### src/rtl/rv32i_pkg.sv
// Shared RV32I pipeline definitions: datapath width, bubble encoding,
// reset fetch address and the instruction-fetch state encoding.
package rv32i_pkg;

  localparam int          XLEN      = 32;
  localparam logic [31:0] NOP_INSTR = 32'h0000_0013;  // addi x0,x0,0
  localparam logic [31:0] RESET_PC  = 32'h0000_0000;

  typedef enum logic [1:0] {
    IDLE = 2'd0,  // no request outstanding
    WAIT = 2'd1,  // request granted, response pending
    HOLD = 2'd2   // response captured, waiting for IF/ID to accept it
  } fetch_state_e;

endpackage

### src/rtl/if_stage_ifid_reg.sv
// IF/ID pipeline register. Priority: flush > hold > load > bubble.
// A flush or a bubble replaces the instruction with NOP and clears valid,
// but keeps the previous PC fields so ID always sees a stable PC.
module ifid_reg #(
  parameter int          XLEN      = rv32i_pkg::XLEN,
  parameter logic [31:0] NOP_INSTR = rv32i_pkg::NOP_INSTR
) (
  input  logic            clk,
  input  logic            rst_n,
  input  logic            flush_i,
  input  logic            hold_i,
  input  logic            load_i,
  input  logic [XLEN-1:0] pc_i,
  input  logic [31:0]     instr_i,
  output logic [XLEN-1:0] pc_o,
  output logic [XLEN-1:0] pc_plus4_o,
  output logic [31:0]     instr_o,
  output logic            valid_o
);

  logic [XLEN-1:0] pc_q;
  logic [XLEN-1:0] pc_plus4_q;
  logic [31:0]     instr_q;
  logic            valid_q;

  // Pipeline register update: flush, hold, load or bubble.
  // NOTE: state is written with non-blocking assignments so every register
  // samples the values from before the clock edge, regardless of statement order.
  always_ff @(posedge clk or negedge rst_n) begin
    if (!rst_n) begin
      pc_q       <= '0;
      pc_plus4_q <= '0;
      instr_q    <= NOP_INSTR;
      valid_q    <= 1'b0;
    end else if (flush_i) begin
      instr_q <= NOP_INSTR;
      valid_q <= 1'b0;
    end else if (hold_i) begin
      instr_q <= instr_q;
      valid_q <= valid_q;
    end else if (load_i) begin
      pc_q       <= pc_i;
      pc_plus4_q <= pc_i + XLEN'(4);
      instr_q    <= instr_i;
      valid_q    <= 1'b1;
    end else begin
      instr_q <= NOP_INSTR;
      valid_q <= 1'b0;
    end
  end

  assign pc_o       = pc_q;
  assign pc_plus4_o = pc_plus4_q;
  assign instr_o    = instr_q;
  assign valid_o    = valid_q;

endmodule

### src/rtl/if_stage.sv
// RV32I instruction-fetch stage: owns the PC, issues one outstanding
// instruction-memory request at a time and feeds the IF/ID register.
// The PC advances only when a response is consumed by IF/ID.
// Optional macro IF_STAGE_PERF_EN adds perf_fetched / perf_bubbles counters.
module if_stage #(
  parameter int              XLEN      = rv32i_pkg::XLEN,
  parameter logic [XLEN-1:0] RESET_PC  = rv32i_pkg::RESET_PC,
  parameter logic [31:0]     NOP_INSTR = rv32i_pkg::NOP_INSTR
) (
  input  logic            clk,
  input  logic            rst_n,
  input  logic            pcwrite,
  input  logic            ifid_write,
  input  logic            branch_taken,
  input  logic [XLEN-1:0] branch_target,
  output logic            imem_req,
  output logic [XLEN-1:0] imem_addr,
  input  logic            imem_gnt,
  input  logic            imem_rvalid,
  input  logic [31:0]     imem_rdata,
  output logic [XLEN-1:0] pc_id,
  output logic [XLEN-1:0] pc_plus4_id,
  output logic [31:0]     instr_id,
  output logic            valid_id
`ifdef IF_STAGE_PERF_EN
  ,
  output logic [31:0]     perf_fetched,
  output logic [31:0]     perf_bubbles
`endif
);

  import rv32i_pkg::*;

  fetch_state_e    state_q, state_d;
  logic [XLEN-1:0] pc_q, pc_d;
  logic            drop_q, drop_d;
  logic [31:0]     buf_q, buf_d;

  logic            ifid_flush;
  logic            ifid_hold;
  logic            ifid_load;
  logic [31:0]     ifid_instr;

  // Redirect targets are word addresses; the low bits are simply discarded.
  logic unused_tgt_bits;
  assign unused_tgt_bits = &{1'b0, branch_target[1:0]};

  // A request is only issued from IDLE, never while reset is asserted.
  assign imem_req  = rst_n && (state_q == IDLE) && pcwrite;
  assign imem_addr = pc_q;

  // Next-state logic for the fetch FSM, PC, drop flag and hold buffer.
  // NOTE: every signal driven here gets a default first so no path leaves
  // it unassigned, which would otherwise infer a latch.
  always_comb begin
    state_d    = state_q;
    pc_d       = pc_q;
    drop_d     = drop_q;
    buf_d      = buf_q;
    ifid_flush = 1'b0;
    ifid_hold  = !ifid_write;
    ifid_load  = 1'b0;
    ifid_instr = (state_q == HOLD) ? buf_q : imem_rdata;

    if (branch_taken) begin
      // Redirect wins over any stall; whatever is in flight becomes stale.
      pc_d       = {branch_target[XLEN-1:2], 2'b00};
      ifid_flush = 1'b1;
      unique case (state_q)
        IDLE: if (imem_req && imem_gnt) begin
          state_d = WAIT;
          drop_d  = 1'b1;
        end
        WAIT: if (imem_rvalid) begin
          state_d = IDLE;
          drop_d  = 1'b0;
        end else begin
          drop_d  = 1'b1;
        end
        HOLD: state_d = IDLE;
        default: state_d = IDLE;
      endcase
    end else begin
      unique case (state_q)
        IDLE: if (imem_req && imem_gnt) state_d = WAIT;
        WAIT: if (imem_rvalid) begin
          if (drop_q) begin
            state_d = IDLE;
            drop_d  = 1'b0;
          end else if (ifid_write) begin
            ifid_load = 1'b1;
            if (pcwrite) pc_d = pc_q + XLEN'(4);
            state_d = IDLE;
          end else begin
            buf_d   = imem_rdata;
            state_d = HOLD;
          end
        end
        HOLD: if (ifid_write) begin
          ifid_load = 1'b1;
          if (pcwrite) pc_d = pc_q + XLEN'(4);
          state_d = IDLE;
        end
        default: state_d = IDLE;
      endcase
    end
  end

  // Fetch FSM state registers.
  // NOTE: the one-entry hold buffer is reset too; it is a single register,
  // not a RAM, so clearing it costs nothing and keeps X out of IF/ID.
  always_ff @(posedge clk or negedge rst_n) begin
    if (!rst_n) begin
      state_q <= IDLE;
      pc_q    <= RESET_PC;
      drop_q  <= 1'b0;
      buf_q   <= NOP_INSTR;
    end else begin
      state_q <= state_d;
      pc_q    <= pc_d;
      drop_q  <= drop_d;
      buf_q   <= buf_d;
    end
  end

  // While in WAIT or HOLD the PC still names the fetched instruction.
  ifid_reg #(
    .XLEN      (XLEN),
    .NOP_INSTR (NOP_INSTR)
  ) u_ifid_reg (
    .clk        (clk),
    .rst_n      (rst_n),
    .flush_i    (ifid_flush),
    .hold_i     (ifid_hold),
    .load_i     (ifid_load),
    .pc_i       (pc_q),
    .instr_i    (ifid_instr),
    .pc_o       (pc_id),
    .pc_plus4_o (pc_plus4_id),
    .instr_o    (instr_id),
    .valid_o    (valid_id)
  );

`ifdef IF_STAGE_PERF_EN
  logic [31:0] perf_fetched_q;
  logic [31:0] perf_bubbles_q;
  logic        bubble_load;

  assign bubble_load = ifid_flush || (!ifid_hold && !ifid_load);

  // Free-running wrap-around counters of real and bubble IF/ID loads.
  always_ff @(posedge clk or negedge rst_n) begin
    if (!rst_n) begin
      perf_fetched_q <= '0;
      perf_bubbles_q <= '0;
    end else begin
      if (ifid_load && !ifid_flush) perf_fetched_q <= perf_fetched_q + 32'd1;
      if (bubble_load)              perf_bubbles_q <= perf_bubbles_q + 32'd1;
    end
  end

  assign perf_fetched = perf_fetched_q;
  assign perf_bubbles = perf_bubbles_q;
`endif

endmodule
### config.mk
export PLATFORM = sky130hd
export DESIGN_NAME = if_stage
export DESIGN_NICKNAME = d
export VERILOG_FILES = /design/src/rtl/rv32i_pkg.sv /design/src/rtl/if_stage_ifid_reg.sv /design/src/rtl/if_stage.sv
export SDC_FILE = /design/constraint.sdc
export NUM_CORES = 1
export LEC_CHECK = 0
export CORE_AREA = 2 2 176 178
export DETAILED_ROUTE_END_ITERATION = 8
export DIE_AREA = 0 0 178 180
export PLACE_DENSITY_LB_ADDON = 0.15
export SYNTH_ARGS = -nofsm -noshare
export SYNTH_HDL_FRONTEND = slang
export SYNTH_SLANG_ARGS = --single-unit
### constraint.sdc
create_clock -name clk -period 2.8 [get_ports clk]
set_input_delay 0.7 -clock clk [delete_from_list [all_inputs] [get_ports clk]]
set_output_delay 0.7 -clock clk [all_outputs]
set_load 0.05 [all_outputs]
==> Yosys cells after proc, flatten, opt, wreduce, memory -nomap -nowiden <==
Index checks and enable logic that the tools add are counted.
{ "word_totals": {"elab_cells": 68, "regBits": 164, "inputBits": 71, "output_inout_bits": 130} }
{ "classes": {"n_bitwise": 4, "n_mux": 34, "add_sub_neg": 1, "n_reduce_logical": 14, "n_eq_ne": 7} }
{ "op_table": {"columns": ["op", "n"], "rows": [
  ["two-way mux 32 bit", 9],
  ["case mux 32 bit (2 select lines)", 1],
  ["adder 32 x 3 -> 32 bit (second input constant)", 1],
  ["two-way mux 2 bit", 7],
  ["two-way mux 1 bit", 13],
  ["!= test 3 bit (second input constant)", 3],
  ["nonzero test 2 bit", 4],
  ["case mux 2 bit (3 select lines)", 1],
  ["AND reduction 3 bit", 2],
  ["AND reduction 5 bit", 1],
  ["NOT 1 bit", 4],
  ["case mux 1 bit (2 select lines)", 2],
  ["case mux 2 bit (2 select lines)", 1],
  ["AND reduction 4 bit", 1],
  ["logical AND 1 bit", 3],
  ["!= test 3 x 2 -> 1 bit (second input constant)", 1],
  ["nonzero test 3 bit", 1],
  ["equality test 2 x 1 -> 1 bit (second input constant)", 1],
  ["equality test 2 bit (second input constant)", 1],
  ["logical NOT 2 bit", 1],
  ["!= test 2 bit (second input constant)", 1],
  ["AND reduction 2 bit", 1]
]} }

==> Longest topological paths before layout <==
Gate-level depths: netlist (run 1).
{ "logic_depth": {"ltp_word": 8, "mapped_depth": 9, "ltp_nobuf": 7} }

==> Cells and area by module <==
A second synthesis (run 1) with hierarchy kept.
{ "unflattened": {"cells_unflattened": 781, "area_unflattened_um2": 7868.8} }
{ "modules_own_cells": {"columns": ["module", "area_per_inst_um2", "cells_per_inst", "instances", "seq_area_each_um2"], "rows": [
  ["ifid_reg", 4113.9, 414, 1, 2381.0],
  ["if_stage", 3754.9, 367, 1, 1630.3]
]} }

==> Worst setup path after synthesis (run 1) <==
No wires, ideal clock.
{ "synth_timing": {"path_type": "register -> register", "from": "reg pc_q[20], in the netlist imem_addr[20]", "to": "reg pc_q[30], in the netlist imem_addr[30]", "required_time_ps": 2677, "period_less_slack_ps": 2107, "t_arrival_ps": 1983, "n_path_buf": 1, "path_stages_with_launch": 7, "setup_slack_ps": 693, "setup_ps": 123, "path_cell_list": "dfrtp_1 > clkbuf_8 > nand4_1 > or4_4 > nor4_4 > xnor2_1 > o21ai_1"} }
{ "synth_via": {"elab_chain_len": 7} }
{ "synth_rtl": {"columns": ["element", "line", "rtl"], "rows": [
  ["start, declared", "if_stage.sv:35", "logic [XLEN-1:0] pc_q, pc_d;"],
  ["start signal, assigned", "if_stage.sv:120", "pc_q <= pc_d;"],
  ["adder 32 x 3 -> 32 bit (*)", "if_stage.sv:92, if_stage.sv:101", null],
  ["two-way mux 32 bit (*)", "if_stage.sv:92, if_stage.sv:101", null],
  ["two-way mux 32 bit (*)", "if_stage.sv:90", "end else if (ifid_write) begin"],
  ["two-way mux 32 bit", "if_stage.sv:87", "if (drop_q) begin"],
  ["two-way mux 32 bit", "if_stage.sv:86", "WAIT: if (imem_rvalid) begin"],
  ["case mux 32 bit (2 select lines) (*)", "if_stage.sv:84", "unique case (state_q)"],
  ["two-way mux 32 bit (*)", "if_stage.sv:65", "if (branch_taken) begin"]
]} }
Mark *: on every way between the ends. The rest lies on a longest branch, timed or not. The select of a mux whose other input is x is not followed.
A chain may end at the register's enable or synchronous reset.

==> Worst setup path after layout (run 1) <==
{ "layout_timing": {"from": "reg pc_q[10], in the netlist imem_addr[10]", "to": "out imem_addr[10]"} }
{ "layout_rtl": {"columns": ["element", "line", "rtl"], "rows": [
  ["end, declared", "if_stage.sv:17", "output logic [XLEN-1:0] imem_addr,"]
]} }
No word-level cell between the ends.

==> results.tsv, run 1 <==
metric	value	unit
critPathLaunchType	flip-flop	
finalCriticalPeriod	2.57	ns
critical_path.cell_chain	clkdlybuf4s50_1	
drv_cap	0	
synth_area	7470	µm²
synth_edf_count	0	
ys_seq_area_share	53.1	%
drc	0	
yosys.area_share.xor_xnor	6.69	%
synth_top_area_share	50.9	%
place_inst	1239	
fp.dieH	180	µm
io-pin-count	201	
grtUsageTotal	13.6	%
critPathBufInv	1	
cp_max_fo	10	
outcome	finished clean	
cts-buffers-inserted	17	
p_switching	0.00344	W
syn_avg_cell_area	11.1	µm²
synth_area_leaders	dfrtp_1, mux2_2, nand2_1, o21ai_0, mux2i_1	
grt_start_max_net_pins	159	
async_flop_share	100	%
fin_skew	0.0176	ns
htreeDepth	4	
core_area	30200	µm²
cp.required	2.10	ns
synthCells	674	
wl_per_cell	16.7	µm
hold_viol	0	
nFillCells	3069	
setup-violations-final	0	
fmax	390	MHz
antenna_left	0	
synth.area.mux_share	13.8	%
slew_viol_final	0	
via_per_inst	4.38	
die-area	32000	µm²
post-place-ws	0.0938	ns
drive_gt1_share	16.5	%
finalWorstSetupSlack	0.234	ns
fin_cells	1271	
diodes	0	
yosys_warnings	0	
grt_pass1_wl	33700	µm
min_period_over_period	91.6	%
combPwrFrac	37.7	%
synth_compound_area_share	7.31	%
area_delta_synth_final	39.4	%
grt_overflow	0	
clock_sinks	158	
yosysUniqueCellTypes	45	
fin_nets	937	
cp-end-kind	output pin	
gp_congestion	0.715	
critPathTopFamily	buffers and inverters	
crit_path_max_incr_delay	0.88	ns
initial_core_util	24.7	%
tightestPinTransition	0.943	ns
max_slew_margin	37.1	%
hpwl	14300	µm
rsz0062_at_grt	no	
intPower	0.00551	W
post_cts_buffers	0	
critPathArrivalTime	1.87	ns
drt_iter0_markers	273	
insertion_delay	0.43	ns
synth_commonest_cells	dfrtp_1, nand2_1, o21ai_0, mux2_2, xnor2_1	
clk_path_buf_depth	2	
synth_top_family_by_area	multiplexers	
antenna_found_initial	0	
dpl-instance-area	9820	µm²
die_width	178	µm
clkSlewWorstSetupHoldPaths	0.08	ns
ctsResizeCount	0	
synthAdderAreaFrac	0.670	%
row_count	64	
p_leak	4.23	nW
power_frac_seq	35.8	%
synth_flop_cell	dfrtp_1	
hold_buffers	0	
crit_type	flip-flop to output pin	
slowest_stage	clkdlybuf4s50_1	
ys_seq_elements	158	
min_path_type	primary input to async pin	
design_area	10400	µm²
synthMostInstantiatedCell	dfrtp_1	
yosysTopAreaCell	dfrtp_1	
p_per_area	860	nW/µm²
fin_setup_tns	0	ns
swShare	38.5	%
vias	5564	
pwr-share-clk	26.5	%
dr.pass1.iters	6	
ir_drop	0.397	mV
routed_wl	21200	µm
cts_tree	built	
io_buffers	192	
cts_root_buffer	clkbuf_16	
grt_pass1_vias	5726	
synth_simple_gate_area_share	13.2	%
power by group through the flow:
stage	Clock [W]	Sequential (W)	Combinational, W
6_report	0.00237	0.00320	0.00338
5_1_grt	0.00256	0.00328	0.00360
4_1_cts	0.00246	0.00321	0.00343
3_5_place_dp	0	0.00325	0.00342
3_3_place_gp	0	0.00323	0.00342
2_1_floorplan	0	0.00438	0.00107
per-layer routing:
metal	vias to the layer above	GRT usage [%]	share of wire [%]
li1	2696	-	-
met1	2725	18.8	48
met2	134	20.7	44
met3	9	4.78	6.7
met4	0	2.85	0.72
met5	-	0	0
final timing paths:
| kind | from | endpoint | slack (ns) | depth (start not counted) |
|---|---|---|---|---|
| worst max-delay path | imem_addr[10] | imem_addr[10] | 0.23 | 1 |
| worst min-delay path | rst_n | buf_q[19] | 0.42 | 2 |
| worst max register to register | state_q[1] | imem_addr[8] | 0.57 | 8 |
| worst min register to register | u_ifid_reg.instr_o[24] | u_ifid_reg.instr_o[24] | 0.48 | 2 |
| max in group asynchronous | rst_n | u_ifid_reg.pc_o[3] | 1.66 | 2 |
| min in group clk | u_ifid_reg.instr_o[24] | u_ifid_reg.instr_o[24] | 0.48 | 2 |
state kept, by name, summed over array words and instances (netlist names):
signal,flops
buf_q,32
u_ifid_reg.instr_o,32
imem_addr,30
u_ifid_reg.pc_o,30
u_ifid_reg.pc_plus4_o,30
state_q,2
drop_q,1
u_ifid_reg.valid_o,1
cell families (layout without fill, tap and decap cells):
family | count (synthesis) | in the layout
compound gates | 102 | 102
flops | 158 | 158
mux | 95 | 95
fa+ha+maj | 4 | 4
buf+inv | 60 | 256
other cells | 1 | 6
simple gates | 197 | 197
xor+xnor | 57 | 57
metrics by stage:
step           utilization (%)  hold WS (ns)  power [W]
2_1_floorplan                -         0.404    0.00545
3_3_place_gp              32.5         0.460    0.00665
3_5_place_dp              32.5         0.469    0.00668
4_1_cts                   34.5         0.484    0.00911
5_1_grt                   34.5         0.499    0.00945
6_report                  34.5         0.418    0.00895
area by class of cell:
| cell class | instances | area (µm²) | share of cell area [%] |
|---|---|---|---|
| flip-flops and latches | 158 | 3960 | 38.1 |
| inverters | 5 | 18.8 | 0.180 |
| clock buffers | 18 | 429 | 4.12 |
| well taps | 396 | 495 | 4.76 |
| clock inverters | 14 | 158 | 1.51 |
| repair buffers | 219 | 2190 | 21.1 |
| multi-input cells | 461 | 3150 | 30.3 |
placed cells by master, fill, tap and decap left out, types with 7 or more instances in the layout:
master	n
nor3_1	12
o21ai_0	82
xnor2_1	34
mux2_2	61
nand3_1	13
o21ai_1	10
dfrtp_1	152
and4_1	7
clkbuf_16	17
nand4_1	11
clkdlybuf4s50_1	189
nand2_1	112
mux2i_1	30
nor2_1	12
xor2_1	23
buf_4	22
No activity file was read; power rests on OpenSTA's default activity.
==> inputs of run 2 (changes only) <==
- CAP_MARGIN: default -> 20
- CORE_AREA: 2 2 176 178 -> 2 2 186 169
- DIE_AREA: 0 0 178 180 -> 0 0 188 171
==> results.tsv, run 2 (synthesized netlist as in run 1, its figures left out) <==
metric	value	unit
outcome	finished clean	
cts_tree	built	
finalWorstSetupSlack	0.189	ns
htreeDepth	4	
hpwl	14200	µm
clkSlewWorstSetupHoldPaths	0.06	ns
critPathArrivalTime	1.91	ns
clk_path_buf_depth	2	
hold_viol	0	
cp.required	2.10	ns
crit_type	flip-flop to output pin	
row_count	61	
post-place-ws	0.208	ns
hold_buffers	0	
critPathTopFamily	buffers and inverters	
min_path_type	primary input to async pin	
grt_overflow	0	
critical_path.cell_chain	clkdlybuf4s50_1	
rsz0062_at_grt	no	
cts-buffers-inserted	17	
diodes	0	
drv_cap	0	
finalCriticalPeriod	2.61	ns
cp_max_fo	9	
initial_core_util	24.5	%
p_leak	4.22	nW
cp-end-kind	output pin	
io_buffers	192	
layout_common_cells	clkdlybuf4s50_1, dfrtp_1, nand2_1	
fin_setup_tns	0	ns
antenna_left	0	
crit_path_max_incr_delay	0.89	ns
die-area	32100	µm²
p_per_area	870	nW/µm²
design_area	10400	µm²
post_cts_buffers	0	
ir_drop	0.424	mV
grt_start_max_net_pins	159	
insertion_delay	0.43	ns
routed_wl	21400	µm
via_per_inst	4.31	
drt_iter0_markers	191	
drc	0	
io-pin-count	201	
critPathBufInv	1	
slowest_stage	clkdlybuf4s50_1	
fmax	383	MHz
tightestPinTransition	0.897	ns
area_delta_synth_final	39.3	%
wl_per_cell	16.8	µm
ctsResizeCount	0	
dr.pass1.iters	4	
cts_root_buffer	clkbuf_16	
final_common_cell	clkdlybuf4s50_1	
p_total	0.00904	W
fp.dieH	171	µm
fin_nets	929	
grtUsageTotal	13.7	%
dpl-instance-area	9790	µm²
critPathLaunchType	flip-flop	
vias	5494	
setup-violations-final	0	
max_slew_margin	40.2	%
clock_sinks	158	
fin_skew	0.0116	ns
gp_congestion	0.704	
die_width	188	µm
antenna_found_initial	0	
min_period_over_period	93.3	%
grt_pass1_vias	5603	
drive_gt1_share	15.3	%
core_area	30500	µm²
slew_viol_final	0	
grt_pass1_wl	33500	µm
==> run 2: cell count changes in the layout (fill, tap and decap cells not counted) <==
cell | previous run | this run
bufinv_16 | 2 | 4
clkbuf_1 | 1 | 4
buf_4 | 22 | 13
clkinvlp_4 | 6 | 3
clkinv_2 | 0 | 3
inv_6 | 4 | 0
buf_12 | 6 | 7
clkinv_4 | 2 | 1
==> run 2: area by class of cell <==
type                            count  area (µm²)
Inverter                            5        18.8
Multi-Input combinational cell    461        3150
Clock buffer                       21         440
Clock inverter                     11         166
Fill cell                        3116       20100
Timing Repair Buffer              211        2150
Tap cell                          409         512
Sequential cell                   158        3960
==> run 2: worst paths after layout <==
path                                            to  slack [ns]  depth (start not counted)               start
max in group asynchronous            imem_addr[19]        1.68                          2               rst_n
worst min register to register  u_ifid_reg.valid_o        0.48                          2  u_ifid_reg.valid_o
worst max-delay path                 imem_addr[18]        0.19                          1       imem_addr[18]
min in group clk                u_ifid_reg.valid_o        0.48                          2  u_ifid_reg.valid_o
worst max register to register       imem_addr[19]        0.65                          8          state_q[0]
worst min-delay path                     buf_q[13]        0.47                          2               rst_n
==> run 2: layer usage <==
| metal | up-vias | part of all wire, % | track usage, % | routed length, µm |
|---|---|---|---|---|
| met1 | 2687 | 49 | 19.1 | 10600 |
| met4 | 0 | 0.73 | 3.80 | 157 |
| met5 | - | 0 | 0 | 0 |
| met3 | 9 | 6.7 | 4.70 | 1440 |
| li1 | 2660 | - | - | - |
| met2 | 138 | 43 | 20.0 | 9250 |
==> run 2: report_power, final <==
part / internal, W / total [W] / leakage [nW] / switching (W)
sequential: 0.00288 / 0.00321 / 2.06 / 0.000338
combinational: 0.00129 / 0.00336 / 1.87 / 0.00207
clock: 0.00149 / 0.00247 / 0.287 / 0.000979
total: 0.00566 / 0.00904 / 4.22 / 0.00338
==> run 2: metrics by stage <==
stage / cells / hold slack [ns] / util [%]
after global placement: 1244 / 0.460 / 32.2
after floorplan: 679 / 0.404 / -
after global routing: 1276 / 0.492 / 34.1
after CTS: 1276 / 0.485 / 34.1
after detailed placement: 1244 / 0.468 / 32.2
final: 1276 / 0.465 / 34.1
==> inputs of run 3 (changes only) <==
- CORE_AREA: 2 2 186 169 -> 2 2 191 174
- DIE_AREA: 0 0 188 171 -> 0 0 193 176
- GPL_ROUTABILITY_DRIVEN: default -> 0
- SYNTH_HIERARCHICAL: default -> 1
==> results.tsv, run 3 <==
metric	value	unit
die_width	193	µm
cts_tree	built	
clk_path_buf_depth	2	
crit_path_max_incr_delay	0.91	ns
ir_drop	0.462	mV
synth_top_area_share	49.0	%
finalCriticalPeriod	2.73	ns
core_area	31800	µm²
cts_root_buffer	clkbuf_16	
drive_gt1_share	16.1	%
grt_pass1_wl	41600	µm
drt_iter0_markers	301	
synthMostInstantiatedCell	dfrtp_1	
r2r-end	u_ifid_reg/pc_plus4_o[26]	
clock_sinks	160	
p_leak	4.69	nW
io_buffers	196	
vias	6733	
clkSlewWorstSetupHoldPaths	0.07	ns
layout_common_cells	clkdlybuf4s50_1, dfrtp_1, nand2_1	
hold_buffers	0	
final_common_cell	clkdlybuf4s50_1	
drv_cap	0	
critical_path.cell_chain	clkdlybuf4s50_1	
min_path_type	primary input to async pin	
ys_seq_elements	160	
p_total	0.00948	W
synth_edf_count	0	
critPathBufInv	1	
crit_type	flip-flop to output pin	
cp_max_fo	13	
area_delta_synth_final	42.8	%
fp.dieH	176	µm
critPathTopFamily	buffers and inverters	
grt_pass1_vias	6941	
cp.depth	1	
syn_avg_cell_area	10.1	µm²
via_per_inst	4.72	
async_flop_share	100	%
synthCells	781	
drc	0	
dr.pass1.iters	4	
p_per_area	844	nW/µm²
die-area	34000	µm²
fin_nets	1071	
synth_area	7870	µm²
cts-buffers-inserted	17	
cp-end-kind	output pin	
hpwl	18500	µm
hold_viol	0	
synth_commonest_cells	dfrtp_1, nand2_1, mux2_2, o21ai_0, nand3_1	
ys_seq_area_share	51.0	%
synth_area_leaders	dfrtp_1, mux2_2, nand2_1, a22o_1, or4_1	
wl_per_cell	18.8	µm
io-pin-count	201	
min_period_over_period	97.4	%
r2r-start	state_q[1]	
yosysUniqueCellTypes	54	
yosys_warnings	6	
grt_start_max_net_pins	161	
cp.required	2.10	ns
setup-violations-final	0	
synth_flop_cell	dfrtp_1	
outcome	finished clean	
antenna_left	0	
endpoint	imem_addr[5]	
htreeDepth	4	
row_count	62	
tightestPinTransition	0.921	ns
initial_core_util	24.7	%
slowest_stage	clkdlybuf4s50_1	
critPathArrivalTime	2.03	ns
max_slew_margin	38.6	%
reg2reg_depth	7	
crit_path_start	imem_addr[5]	
grt_overflow	0	
grtUsageTotal	16.1	%
post_cts_buffers	0	
fmax	367	MHz
slew_viol_final	0	
yosysTopAreaCell	dfrtp_1	
fin_hold_ws	0.422	ns
insertion_delay	0.43	ns
r2r_slack	0.41	ns
antenna_found_initial	1	
routed_wl	26800	µm
critPathLaunchType	flip-flop	
rsz0062_at_grt	no	
fin_skew	0.0117	ns
-- run 3: changes by cell type after synthesis, moves of 11 or more --
cell / delta
nand4_1: +11
o21ai_0: -48
clkbuf_1: +15
a31oi_1: +26
nand3_1: +19
nand2_1: +35
o21ai_1: -11
nor2_1: +18
o31ai_1: +19
xor2_1: -17
xnor2_1: -21
a22o_1: +31
mux2i_1: -29
or4_1: +27
-- run 3: cells by family after synthesis --
group | count (synthesis) | share of synthesized area [%]
AO/OA/AOI/OAI | 145 | 12.8
other | 1 | 0.0477
buffers and inverters | 66 | 3.66
XOR/XNOR | 19 | 2.11
flip-flops | 160 | 51.0
adder cells (fa/ha/maj) | 5 | 0.795
multiplexers | 65 | 9.29
AND/OR/NAND/NOR | 320 | 20.3
-- run 3: layout make-up --
cell class                      count  area, µm²
Fill cell                        3289      20600
Sequential cell                   160       4010
Multi-Input combinational cell    558       3590
Timing Repair Buffer              245       2430
Tap cell                          416        520
Clock buffer                       18        439
Clock inverter                     14        188
Inverter                           13       48.8
Antenna cell                        1       2.50
-- run 3: repair_timing --
item / in CTS / in global routing
resized for setup: 0 / 2
endpoints found under the setup margin: 0 / 2
hold endpoints to repair: 0 / 0
-- run 3: per-stage QoR --
stage | TNS [ns] | worst slack, ns | instances | utilization, % | instance area (µm²)
after floorplan | 0 | 0.0690 | 784 | - | 7880
after global placement | -1.16 | -0.0805 | 1392 | 33.3 | 10600
after detailed placement | -0.823 | -0.0638 | 1392 | 33.3 | 10600
after CTS | 0 | 0.0157 | 1424 | 35.3 | 11200
after global routing | 0 | 0.0155 | 1425 | 35.3 | 11200
final | 0 | 0.0733 | 1425 | 35.3 | 11200
-- run 3: worst min-delay path by stage --
stage                              from                       end  slack, ns  cells after the start
2_1_floorplan                     rst_n                 buf_q[10]       0.40                      0
3_3_place_gp        u_ifid_reg/pc_o[13]       u_ifid_reg/pc_o[13]       0.46                      2
3_5_place_dp   u_ifid_reg/pc_plus4_o[3]  u_ifid_reg/pc_plus4_o[3]       0.46                      2
4_1_cts        u_ifid_reg/pc_plus4_o[3]  u_ifid_reg/pc_plus4_o[3]       0.48                      2
5_1_grt                           rst_n        u_ifid_reg/pc_o[4]       0.50                      2
6_report                          rst_n        u_ifid_reg/valid_o       0.42                      2
-- run 3: where the power goes --
part | internal (W) | total, W | switching, W | leakage (nW)
Combinational | 0.00137 | 0.00362 | 0.00226 | 2.30
Clock | 0.00152 | 0.00254 | 0.00103 | 0.310
Sequential | 0.00292 | 0.00332 | 0.000400 | 2.09
Total | 0.00580 | 0.00948 | 0.00369 | 4.69
-- run 3: metal layers --
metal,vias up,track usage (%),wire length (µm)
met4,0,4.01,317
met2,160,25.9,12400
li1,3277,-,-
met1,3277,21.6,12400
met5,-,0,0
met3,19,4.23,1620
